[src/rtl/bcd_counter_pkg.sv]
// Shared constants, digit type and 7-segment table for the BCD decade counter.
// The SEG_* table is only consumed when BCD_DECADE_COUNTER_SEG_EN is defined.
package bcd_counter_pkg;

    localparam int unsigned BCD_W = 4;

    typedef logic [BCD_W-1:0] bcd_t;

    localparam bcd_t BCD_MAX = 4'd9;

    // Active-high segments, bit order {g,f,e,d,c,b,a}
    localparam logic [6:0] SEG_0   = 7'b0111111;
    localparam logic [6:0] SEG_1   = 7'b0000110;
    localparam logic [6:0] SEG_2   = 7'b1011011;
    localparam logic [6:0] SEG_3   = 7'b1001111;
    localparam logic [6:0] SEG_4   = 7'b1100110;
    localparam logic [6:0] SEG_5   = 7'b1101101;
    localparam logic [6:0] SEG_6   = 7'b1111101;
    localparam logic [6:0] SEG_7   = 7'b0000111;
    localparam logic [6:0] SEG_8   = 7'b1111111;
    localparam logic [6:0] SEG_9   = 7'b1101111;
    localparam logic [6:0] SEG_OFF = 7'b0000000;

    function automatic logic [6:0] seg_decode(input bcd_t digit);
        logic [6:0] seg;
        seg = SEG_OFF;
        case (digit)
            4'd0:    seg = SEG_0;
            4'd1:    seg = SEG_1;
            4'd2:    seg = SEG_2;
            4'd3:    seg = SEG_3;
            4'd4:    seg = SEG_4;
            4'd5:    seg = SEG_5;
            4'd6:    seg = SEG_6;
            4'd7:    seg = SEG_7;
            4'd8:    seg = SEG_8;
            4'd9:    seg = SEG_9;
            default: seg = SEG_OFF;
        endcase
        return seg;
    endfunction

endpackage

[src/rtl/bcd_prescaler.sv]
// Divide-by-DIV tick generator: tick is high during the last cycle of each DIV-cycle period.
module bcd_prescaler #(
    parameter int unsigned DIV = 8
) (
    input  logic clk,
    input  logic reset,
    output logic tick
);

    localparam int unsigned CW = (DIV > 1) ? $clog2(DIV) : 1;

    generate
        if (DIV <= 1) begin : g_div1
            // Prescaler degenerates to a constant zero; every edge is a tick.
            assign tick = 1'b1;
        end else begin : g_divn
            localparam logic [CW-1:0] LAST = CW'(DIV - 1);

            logic [CW-1:0] r_cnt;
            logic          w_last;

            assign w_last = (r_cnt == LAST);
            assign tick   = w_last;

            always_ff @(posedge clk or negedge reset) begin
                if (!reset) begin
                    r_cnt <= '0;
                end else if (w_last) begin
                    r_cnt <= '0;
                end else begin
                    r_cnt <= r_cnt + CW'(1);
                end
            end
        end
    endgenerate

endmodule

[src/rtl/bcd_decade_counter.sv]
// Single-digit BCD up-counter advancing once every DIV clocks, with cascade terminal count.
// Define BCD_DECADE_COUNTER_SEG_EN to add the seg[6:0] 7-segment decode output.
module bcd_decade_counter
    import bcd_counter_pkg::*;
#(
    parameter int unsigned DIV = 8
) (
    input  logic       clk,
    input  logic       reset,
    output logic [3:0] bcd,
    output logic       tc
`ifdef BCD_DECADE_COUNTER_SEG_EN
    ,
    output logic [6:0] seg
`endif
);

    bcd_t r_bcd;
    logic w_tick;

    bcd_prescaler #(
        .DIV (DIV)
    ) u_prescaler (
        .clk   (clk),
        .reset (reset),
        .tick  (w_tick)
    );

    // Codes above 9 are unreachable but still recover to 0 on the next tick.
    always_ff @(posedge clk or negedge reset) begin
        if (!reset) begin
            r_bcd <= '0;
        end else if (w_tick) begin
            r_bcd <= (r_bcd >= BCD_MAX) ? bcd_t'(0) : r_bcd + bcd_t'(1);
        end
    end

    assign bcd = r_bcd;
    assign tc  = (r_bcd == BCD_MAX) && w_tick;

`ifdef BCD_DECADE_COUNTER_SEG_EN
    assign seg = seg_decode(r_bcd);
`else
    // No segment output in this build.
`endif

endmodule

[config.mk]
export PLATFORM = sky130hd
export DESIGN_NAME = bcd_decade_counter
export DESIGN_NICKNAME = d
export VERILOG_FILES = /design/src/rtl/bcd_counter_pkg.sv /design/src/rtl/bcd_prescaler.sv /design/src/rtl/bcd_decade_counter.sv
export SDC_FILE = /design/constraint.sdc
export NUM_CORES = 1
export LEC_CHECK = 0
export ABC_CLOCK_PERIOD_IN_PS = 2000
export CORE_AREA = 2 2 39 41
export CTS_BUF_LIST = sky130_fd_sc_hd__clkbuf_8
export CTS_CLUSTER_SIZE = 8
export DETAILED_ROUTE_END_ITERATION = 12
export DIE_AREA = 0 0 41 43
export GPL_ROUTABILITY_DRIVEN = 0
export PLACE_DENSITY = 0.45
export SLEW_MARGIN = 10
export SYNTH_ARGS = -nofsm -noshare
export SYNTH_HDL_FRONTEND = slang
export SYNTH_SLANG_ARGS = --single-unit
[constraint.sdc]
create_clock -name clk -period 2 [get_ports clk]
set_input_delay 0.2 -clock clk [delete_from_list [all_inputs] [get_ports clk]]
set_output_delay 0.2 -clock clk [all_outputs]
set_load 0.1 [all_outputs]
# Word level (Yosys, flattened, before mapping)
# Index checks and enable logic that the tools add are counted.
# W data, S select, Z words.
[op_classes]
muxes = 2
n_lt_le_gt_ge = 1
addsub = 2
eq_ne = 2
reduce_logical = 1
[ops]
columns = ["op", "count"]
rows = [
  ["$add A4 B1 Y4 const B", 1],
  ["$eq A4 B4 Y1 const B", 1],
  ["$ge A4 B4 Y1 const B", 1],
  ["$mux W4", 1],
  ["$add A3 B1 Y3 const B", 1],
  ["$eq A3 B3 Y1 const B", 1],
  ["$mux W3", 1],
  ["$logic_and A1 B1 Y1", 1],
]
[word_totals]
regBits = 7
input_bits = 2
output_inout_bits = 5

# Logic depth before layout (Yosys ltp)
# Gate-level depths: netlist of the first run.
[logic_depth]
ltp_word = 2
mapped_depth = 5

# By module
# Synthesis of the first run repeated with hierarchy kept, for this count alone.
[hier_totals]
hier_cells = 29
area_unflattened_um2 = 350.3
[by_module_without_submodules]
columns = ["mod", "cells_each", "n_inst", "seq_area_each_um2", "area_per_inst_um2"]
rows = [
  ["bcd_decade_counter", 23, 1, 100.1, 246.5],
  ["bcd_prescaler", 6, 1, 75.1, 103.8],
]

# Worst setup path after synthesis of the first run
# Ideal clock, no wire load.
[synth_timing]
kind = "register to output"
start = "register r_bcd[0] (netlist: bcd[0])"
end = "output tc"
n_path_buf = 0
arrival_ps = 2059
path_stages_with_launch = 3
path_slack_ps = -259
cell_sequence = "dfrtp_1 ha_1 and3_1"
[synth_between]
elab_chain_cells = 2
[synth_lines]
columns = ["item", "line", "source"]
rows = [
  ["from (decl)", "bcd_decade_counter.sv:18", "bcd_t r_bcd;"],
  ["from (signal assigned)", "bcd_decade_counter.sv:34", "r_bcd <= (r_bcd >= BCD_MAX) ? bcd_t'(0) : r_bcd + bcd_t'(1);"],
  ["$eq A4 B4 Y1", "bcd_decade_counter.sv:39", "assign tc = (r_bcd == BCD_MAX) && w_tick;"],
  ["$logic_and A1 B1 Y1", "bcd_decade_counter.sv:39", ""],
  ["to (decl)", "bcd_decade_counter.sv:11", "output logic tc"],
]
# No other way between the ends.

# Worst setup path after layout of the first run
[layout_timing]
start = "register u_prescaler.g_divn.r_cnt[0]"
end = "output tc"
[layout_between]
elab_chain_cells = 2
[layout_lines]
columns = ["item", "line", "source"]
rows = [
  ["from (decl)", "bcd_prescaler.sv:19", "logic [CW-1:0] r_cnt;"],
  ["from (signal assigned)", "bcd_prescaler.sv:31", "r_cnt <= r_cnt + CW'(1);"],
  ["$eq A3 B3 Y1", "bcd_prescaler.sv:22", "assign w_last = (r_cnt == LAST);"],
  ["$logic_and A1 B1 Y1", "bcd_decade_counter.sv:39", ""],
]
# No other way between the ends.

==> results of run 1 <==
## kinds of logic after synthesis
kind of cell	after synthesis	share of synthesized area (%)
simple gates	9	16.0
flops	7	47.6
fa+ha+maj	5	17.0
compound gates	4	9.18
buf+inv	3	5.10
xor+xnor	1	2.38
mux	1	2.72
## worst max-delay path: cells and delay by family, from the launching register on
kind          cells  cell delay [ns]
fa+ha+maj         2             0.49
buf+inv           1             0.16
flops             1             0.38
simple gates      2             0.40
## cell usage after synthesis
master	n	area share, %
xnor2_1	1	2.4
o21ai_0	1	1.4
nor2b_4	1	3.7
a41oi_1	1	2.4
dfrtp_1	7	48
o211a_1	1	2.7
ha_1	5	17
a32o_1	1	2.7
nor2_1	4	4.1
and3_1	1	1.7
buf_6	1	3.1
mux2i_1	1	2.7
nand2_1	1	1.0
nor2b_1	1	1.7
inv_1	2	2.0
nand2b_4	1	3.7
## per-stage QoR
step                      hold slack, ns  instances  utilization, %  power (mW)
after floorplan                  -0.0956         30               -       0.144
after global placement             0.424         51            31.7       0.149
after detailed placement           0.424         51            31.7       0.149
after CTS                          0.235         55            35.0       0.341
after global routing               0.261         55            35.0       0.347
final                              0.230         55            35.0       0.337
## cell type report
| class | instances | share of cell area (%) |
|---|---|---|
| Clock inverter | 1 | 0.775 |
| Multi-Input combinational cell | 20 | 36.2 |
| Clock buffer | 3 | 8.53 |
| Sequential cell | 7 | 36.4 |
| Tap cell | 16 | 4.13 |
| Timing Repair Buffer | 6 | 12.4 |
| Inverter | 2 | 1.55 |
## layout by cell type (no fill, tap or decap)
cell type and count:
dfrtp_1 6, nand2_1 1, o211a_1 1, mux2i_1 1
clkbuf_8 3, and3_2 1, a32o_1 1, nor2b_1 1
o21ai_0 1, dfrtp_2 1, buf_4 4, nor2_1 4
nor2b_4 1, a41oi_1 1, clkdlybuf4s50_1 1, xnor2_1 1
inv_1 3, nand2b_4 1, ha_1 5, buf_12 1
## path summary, 6_finish.rpt
kind	start	endpoint	slack, ns
worst max register to register	u_prescaler.g_divn.r_cnt[0]	bcd[2]	0.61
worst min register to register	u_prescaler.g_divn.r_cnt[0]	u_prescaler.g_divn.r_cnt[0]	0.44
min in group clk	u_prescaler.g_divn.r_cnt[0]	u_prescaler.g_divn.r_cnt[0]	0.44
worst max-delay path	u_prescaler.g_divn.r_cnt[0]	tc	0.15
worst min-delay path	reset	u_prescaler.g_divn.r_cnt[2]	0.23
max in group asynchronous	reset	bcd[0]	1.52
## flip-flops by register name, indices dropped and copies added (netlist names)
signal                    count
bcd                           4
u_prescaler.g_divn.r_cnt      3
## power by group
group | switching (mW) | internal, mW
Combinational | 0.00248 | 0.00173
Clock | 0.0577 | 0.132
Sequential | 0 | 0.142
Total | 0.0602 | 0.276
## metal layers
metal	track usage, %	up-vias	share of wire (%)
li1	-	119	-
met1	9.27	112	42
met2	10.6	6	50
met3	3.14	2	6.1
met4	10.0	0	1.5
met5	0	-	0
==> results.py, run 1 <==
metrics = {
    "placed_design": {
        "place_area_um2": 439,
        "place_ws_ns": 0.394,
        "place_hpwl_um": 425,
        "port_buffers": 6,
    },
    "clock_network": {
        "cts_inserted_buffers": 3,
        "cts.htree.levels": 1,
        "clkLatencyLatePin_ns": 0.22,
        "ctsHoldBuffers": 0,
        "path_clk_slew_ns": 0.04,
        "cts_num_sinks": 7,
        "cts_tree": "done",
        "cts_setup_buffers": 0,
        "clockBufferDepth": 2,
        "cts-root-buf": "clkbuf_8",
        "cts_resized": 0,
    },
    "synth": {
        "synthDistinctLibCells": 16,
        "synth.avg_cell_area_um2": 12.3,
        "ys_seq_area_share_pct": 47.6,
        "synth-seq-cells": 7,
        "syn-num-nets": 37,
        "synth_cells": 30,
        "yosys_warnings": 0,
        "synth_area_um2": 368,
    },
    "power_and_ir_drop": {
        "p_leak_nw": 0.232,
        "powerDensity_nw_per_um2": 695,
        "vdd_ir_drop_max_mv": 0.331,
    },
    "timing": {
        "final.setup.tns_ns": 0,
        "postLayoutSetupSlackWorst_ns": 0.147,
        "worstMarginPinSlew_ns": 0.313,
        "max_freq_ghz": 0.540,
        "skew_ns": 0.000718,
        "slew_headroom_pct": 79.1,
        "rsz0062_at_grt": "no",
        "maxSlewViolCount": 0,
        "setup_viol": 0,
        "hold_viol": 0,
        "timing.final.crit_share_pct": 92.7,
        "period_minus_slack_ns": 1.85,
    },
    "global_route": {
        "grt_pass1_vias": 226,
        "grt_pass1_wl_um": 910,
        "grt_max_degree": 9,
        "grt-ovfl-total": 0,
        "grt_usage_pct": 8.41,
        "antenna_found_initial": 0,
    },
    "setup_path": {
        "max_stage_delay_ns": 0.38,
        "critPathArrivalTime_ns": 1.65,
        "path_cells": "ha_1 -> ha_1 -> nor2b_4 -> and3_2 -> buf_12",
        "required_ns": 1.80,
        "reg2regPathDepth": 4,
        "critPathMostFrequentCell": "ha_1",
        "endpoint_kind": "output port",
        "startpoint_type": "flip-flop",
        "critical-path-slowest-cell": "dfrtp_1",
        "critical_path_class": "reg2out",
        "critPathMaxFanout": 8,
    },
    "floorplanning": {
        "io_pins": 7,
        "row_count": 14,
        "fp.dieW_um": 41,
        "coreArea_um2": 1380,
        "die_area_um2": 1760,
        "start_util_pct": 26.6,
        "die_y_um": 43,
    },
    "drt": {
        "dr.pass1.iters": 4,
        "drt_iter0_markers": 2,
        "vias": 239,
        "postRouteAntennaNets": 0,
        "routedWlPerCell_um": 9.91,
        "drc": 0,
        "post_drt_via_cell_ratio": 4.35,
        "drt_wl_total_um": 545,
    },
    "min_path": {
        "worstHoldPathType": "in2async",
    },
    "final_layout": {
        "drive_gt1_share_pct": 30.8,
        "nets": 47,
        "final_area_um2": 484,
        "n_antenna_cell": 0,
        "multi_input_area_um2": 175,
        "nFillCells": 144,
        "area_growth_pct": 31.6,
        "seqCellArea_um2": 176,
    },
    "flow_run": {
        "max_cap_viol_count": 0,
    },
    "run_status": {
        "status": "finished clean",
    },
}
(Power assumes the default switching activity.)
==> run 2, diff against run 1 <==
--- a/config.mk
+++ b/config.mk
@@ -13,6 +13,7 @@
 export DIE_AREA = 0 0 41 43
 export GPL_ROUTABILITY_DRIVEN = 0
 export PLACE_DENSITY = 0.45
+export SKIP_LAST_GASP = 1
 export SLEW_MARGIN = 10
 export SYNTH_ARGS = -nofsm -noshare
 export SYNTH_HDL_FRONTEND = slang
==> constraint.sdc (replaced) <==
create_clock -name clk -period 2 [get_ports clk]
set_input_delay 0.4 -clock clk [delete_from_list [all_inputs] [get_ports clk]]
set_output_delay 0.4 -clock clk [all_outputs]
set_load 0.1 [all_outputs]
==> results.py, run 2 (synthesis results as in run 1) <==
metrics = {
    "run_status": {
        "status": "finished clean",
    },
    "floorplanning": {
        "fp.dieW_um": 41,
        "coreArea_um2": 1380,
        "start_util_pct": 26.6,
        "die_area_um2": 1760,
        "row_count": 14,
        "io_pins": 7,
        "die_y_um": 43,
    },
    "drt": {
        "postRouteAntennaNets": 0,
        "drt_iter0_markers": 2,
        "drt_wl_total_um": 564,
        "drc": 0,
        "routedWlPerCell_um": 10.1,
        "post_drt_via_cell_ratio": 4.54,
        "dr.pass1.iters": 2,
        "vias": 254,
    },
    "clock_network": {
        "path_clk_slew_ns": 0.04,
        "cts_tree": "done",
        "cts-root-buf": "clkbuf_8",
        "cts_inserted_buffers": 3,
        "cts.htree.levels": 1,
        "cts_resized": 0,
        "ctsHoldBuffers": 0,
        "clockBufferDepth": 2,
        "cts_num_sinks": 7,
        "cts_setup_buffers": 0,
        "clkLatencyLatePin_ns": 0.23,
    },
    "setup_path": {
        "endpoint_kind": "output port",
        "path_cells": "ha_1 -> ha_1 -> nor2b_4 -> and3_2 -> buf_12",
        "reg2regPathDepth": 5,
        "critical-path-slowest-cell": "dfrtp_1",
        "path_depth": 5,
        "critPathArrivalTime_ns": 1.52,
        "critical_path_class": "reg2out",
        "crit_family": "adder cells",
        "worstSetupEndpoint": "tc",
        "worstReg2RegStart": "u_prescaler.g_divn.r_cnt[0]",
        "regToRegSetupSlack_ns": 0.70,
        "critPathMostFrequentCell": "ha_1",
        "critPathMaxFanout": 2,
        "crit_buf_inv": 1,
        "crit_start": "u_prescaler.g_divn.r_cnt[0]",
        "max_stage_delay_ns": 0.37,
        "r2r_end": "bcd[3]",
        "startpoint_type": "flip-flop",
        "required_ns": 1.60,
    },
    "timing": {
        "worstMarginPinSlew_ns": 0.302,
        "skew_ns": 0.000201,
        "slew_headroom_pct": 79.8,
        "period_minus_slack_ns": 1.92,
        "timing.final.crit_share_pct": 95.8,
        "max_freq_ghz": 0.522,
        "rsz0062_at_grt": "no",
        "final.setup.tns_ns": 0,
        "setup_viol": 0,
        "holdWs_ns": 0.426,
        "maxSlewViolCount": 0,
        "hold_viol": 0,
    },
    "global_route": {
        "antenna_found_initial": 0,
        "grt_pass1_wl_um": 1060,
        "grt_max_degree": 8,
        "grt_pass1_vias": 253,
        "grt_usage_pct": 10.2,
        "grt-ovfl-total": 0,
    },
    "final_layout": {
        "area_growth_pct": 37.8,
        "n_antenna_cell": 0,
        "final_common_cell": "ha_1",
        "nets": 48,
        "drive_gt1_share_pct": 37.5,
        "layout_common_cells": "ha_1 (5), nor2_1 (4), dfrtp_1 (4), buf_4 (4)",
        "largest_reg_flops": 4,
        "nFillCells": 147,
        "fin_util_pct": 36.6,
        "final_area_um2": 507,
    },
    "flow_run": {
        "max_cap_viol_count": 0,
    },
    "power_and_ir_drop": {
        "vdd_ir_drop_max_mv": 0.325,
        "p_leak_nw": 0.242,
        "powerDensity_nw_per_um2": 673,
    },
    "placed_design": {
        "place_area_um2": 462,
        "port_buffers": 6,
    },
    "min_path": {
        "worstHoldPathType": "in2async",
    },
}
## run 2: power by group
part / internal (mW) / switching, mW
logic: 0.00173 / 0.00249
clock network: 0.133 / 0.0617
registers: 0.142 / 0
total: 0.277 / 0.0642
## run 2: area by class of cell
cell class	instances	area, um^2	area share (%)
clock buffer	3	41.3	8.15
clock inverter	1	3.75	0.741
inverter	2	7.51	1.48
multi-input combinational	20	175	34.6
sequential	7	179	35.3
tap	16	20.0	3.95
timing repair buffer	7	80.1	15.8
## run 2: per-layer routing
metal | track usage, % | wire (um) | vias up
li1 | - | - | 121
met1 | 10.1 | 224 | 122
met2 | 12.5 | 279 | 7
met3 | 4.71 | 35 | 4
met4 | 14.0 | 25 | 0
met5 | 0 | 0 | -
## run 2: stage by stage
| stage | setup slack, ns | cells | power [mW] |
|---|---|---|---|
| final | 0.0837 | 56 | 0.341 |
| after global routing | 0.00736 | 56 | 0.355 |
| after CTS | 0.0675 | 56 | 0.351 |
| after detailed placement | 0.324 | 52 | 0.149 |
| after global placement | 0.341 | 52 | 0.149 |
| after floorplan | 0.0933 | 30 | 0.144 |
## run 2: worst min-delay path by stage
stage | start | endpoint | slack (ns) | cells past startpoint
finish | reset | bcd[2] | 0.43 | 1
global placement | u_prescaler.g_divn.r_cnt[0] | u_prescaler.g_divn.r_cnt[0] | 0.42 | 1
floorplan | reset | bcd[0] | 0.10 | 0
global route | reset | bcd[3] | 0.45 | 1
CTS | reset | u_prescaler.g_divn.r_cnt[2] | 0.43 | 1
detailed placement | u_prescaler.g_divn.r_cnt[0] | u_prescaler.g_divn.r_cnt[0] | 0.44 | 1
==> run 3, diff against run 2 <==
--- a/config.mk
+++ b/config.mk
@@ -6,11 +6,11 @@
 export NUM_CORES = 1
 export LEC_CHECK = 0
 export ABC_CLOCK_PERIOD_IN_PS = 2000
-export CORE_AREA = 2 2 39 41
+export CORE_AREA = 8 8 45 47
 export CTS_BUF_LIST = sky130_fd_sc_hd__clkbuf_8
 export CTS_CLUSTER_SIZE = 8
 export DETAILED_ROUTE_END_ITERATION = 12
-export DIE_AREA = 0 0 41 43
+export DIE_AREA = 0 0 53 55
 export GPL_ROUTABILITY_DRIVEN = 0
 export PLACE_DENSITY = 0.45
 export SKIP_LAST_GASP = 1
==> results.py, run 3 (synthesis results as in run 1) <==
metrics = {
    "drt": {
        "drt_iter0_markers": 1,
        "postRouteAntennaNets": 0,
        "drt_wl_total_um": 636,
        "dr.pass1.iters": 3,
        "routedWlPerCell_um": 11.4,
        "post_drt_via_cell_ratio": 4.38,
        "vias": 245,
        "drc": 0,
    },
    "timing": {
        "period_minus_slack_ns": 1.90,
        "maxSlewViolCount": 0,
        "rsz0062_at_grt": "no",
        "max_freq_ghz": 0.525,
        "timing.final.crit_share_pct": 95.2,
        "skew_ns": 0.000932,
        "final.setup.tns_ns": 0,
        "worstMarginPinSlew_ns": 0.313,
        "slew_headroom_pct": 79.1,
        "hold_viol": 0,
        "setup_viol": 0,
    },
    "final_layout": {
        "final_common_cell": "ha_1",
        "final_area_um2": 507,
        "layout_common_cells": "ha_1 (5), nor2_1 (4), dfrtp_1 (4), buf_4 (4)",
        "nets": 48,
        "nFillCells": 146,
        "largest_reg_flops": 4,
        "drive_gt1_share_pct": 37.5,
        "n_antenna_cell": 0,
        "area_growth_pct": 37.8,
    },
    "clock_network": {
        "ctsHoldBuffers": 0,
        "cts_setup_buffers": 0,
        "cts.htree.levels": 1,
        "cts-root-buf": "clkbuf_8",
        "cts_tree": "done",
        "cts_num_sinks": 7,
        "clkLatencyLatePin_ns": 0.22,
        "clockBufferDepth": 2,
        "cts_inserted_buffers": 3,
        "path_clk_slew_ns": 0.04,
        "cts_resized": 0,
    },
    "placed_design": {
        "place_area_um2": 462,
        "port_buffers": 6,
        "place_hpwl_um": 526,
    },
    "global_route": {
        "antenna_found_initial": 0,
        "grt_pass1_wl_um": 979,
        "grt_pass1_vias": 242,
        "grt_max_degree": 8,
        "grt_usage_pct": 4.67,
        "grt-ovfl-total": 0,
    },
    "run_status": {
        "status": "finished clean",
    },
    "power_and_ir_drop": {
        "vdd_ir_drop_max_mv": 0.286,
        "p_leak_nw": 0.242,
        "powerDensity_nw_per_um2": 653,
    },
    "setup_path": {
        "startpoint_type": "flip-flop",
        "endpoint_kind": "output port",
        "critical-path-slowest-cell": "dfrtp_1",
        "critPathMostFrequentCell": "ha_1",
        "critPathArrivalTime_ns": 1.50,
        "critPathMaxFanout": 2,
        "crit_family": "adder cells",
        "path_cells": "ha_1 -> ha_1 -> nor2b_4 -> and3_2 -> buf_12",
        "crit_buf_inv": 1,
        "critical_path_class": "reg2out",
        "max_stage_delay_ns": 0.37,
        "required_ns": 1.60,
    },
    "floorplanning": {
        "coreArea_um2": 1380,
        "die_y_um": 55,
        "start_util_pct": 26.6,
        "io_pins": 7,
        "die_area_um2": 2920,
        "row_count": 14,
        "fp.dieW_um": 53,
    },
    "flow_run": {
        "max_cap_viol_count": 0,
    },
    "min_path": {
        "worstHoldPathType": "reg2reg",
    },
}
## run 3: cell counts in the layout (fill, tap and decap cells not counted)
Identical to the previous run, type by type.
## run 3: area by class of cell
cell class / instances / area, um^2 / area share [%]
sequential: 7 / 179 / 35.3
multi-input combinational: 20 / 175 / 34.6
timing repair buffer: 7 / 80.1 / 15.8
clock buffer: 3 / 41.3 / 8.15
tap: 16 / 20.0 / 3.95
inverter: 2 / 7.51 / 1.48
clock inverter: 1 / 3.75 / 0.741
## run 3: metal layers
layer / GRT usage [%] / vias to the layer above / part of all wire [%] / wire, um
met4: 2.59 / 0 / 0 / 0
li1: - / 120 / - / -
met3: 2.67 / 0 / 11 / 70
met1: 4.78 / 119 / 42 / 264
met2: 7.42 / 6 / 47 / 301
met5: 0 / - / 0 / 0
## run 3: per-stage QoR
stage | hold slack (ns) | cells | util (%) | setup slack, ns | total power [mW]
finish | 0.432 | 56 | 36.6 | 0.0962 | 0.331
global placement | 0.420 | 52 | 33.4 | 0.332 | 0.149
detailed placement | 0.431 | 52 | 33.4 | 0.325 | 0.149
global route | 0.460 | 56 | 36.6 | 0.0234 | 0.353
floorplan | 0.104 | 30 | - | 0.0933 | 0.144
CTS | 0.436 | 56 | 36.6 | 0.0777 | 0.341
## run 3: report_power, final
group | switching (mW) | total (mW) | internal [mW] | leakage, nW
registers | 0 | 0.142 | 0.142 | 0.0796
clock network | 0.0526 | 0.184 | 0.132 | 0.0269
logic | 0.00258 | 0.00431 | 0.00173 | 0.135
total | 0.0551 | 0.331 | 0.276 | 0.242
## run 3: worst paths after layout
path	startpoint	endpoint	slack, ns	depth (start not counted)
max in group asynchronous	reset	bcd[1]	1.30	1
worst min register to register	u_prescaler.g_divn.r_cnt[0]	u_prescaler.g_divn.r_cnt[0]	0.43	1
worst max register to register	u_prescaler.g_divn.r_cnt[0]	bcd[3]	0.70	5
worst min-delay path	u_prescaler.g_divn.r_cnt[0]	u_prescaler.g_divn.r_cnt[0]	0.43	1
min in group asynchronous	reset	u_prescaler.g_divn.r_cnt[2]	0.44	1
worst max-delay path	u_prescaler.g_divn.r_cnt[0]	tc	0.1	5
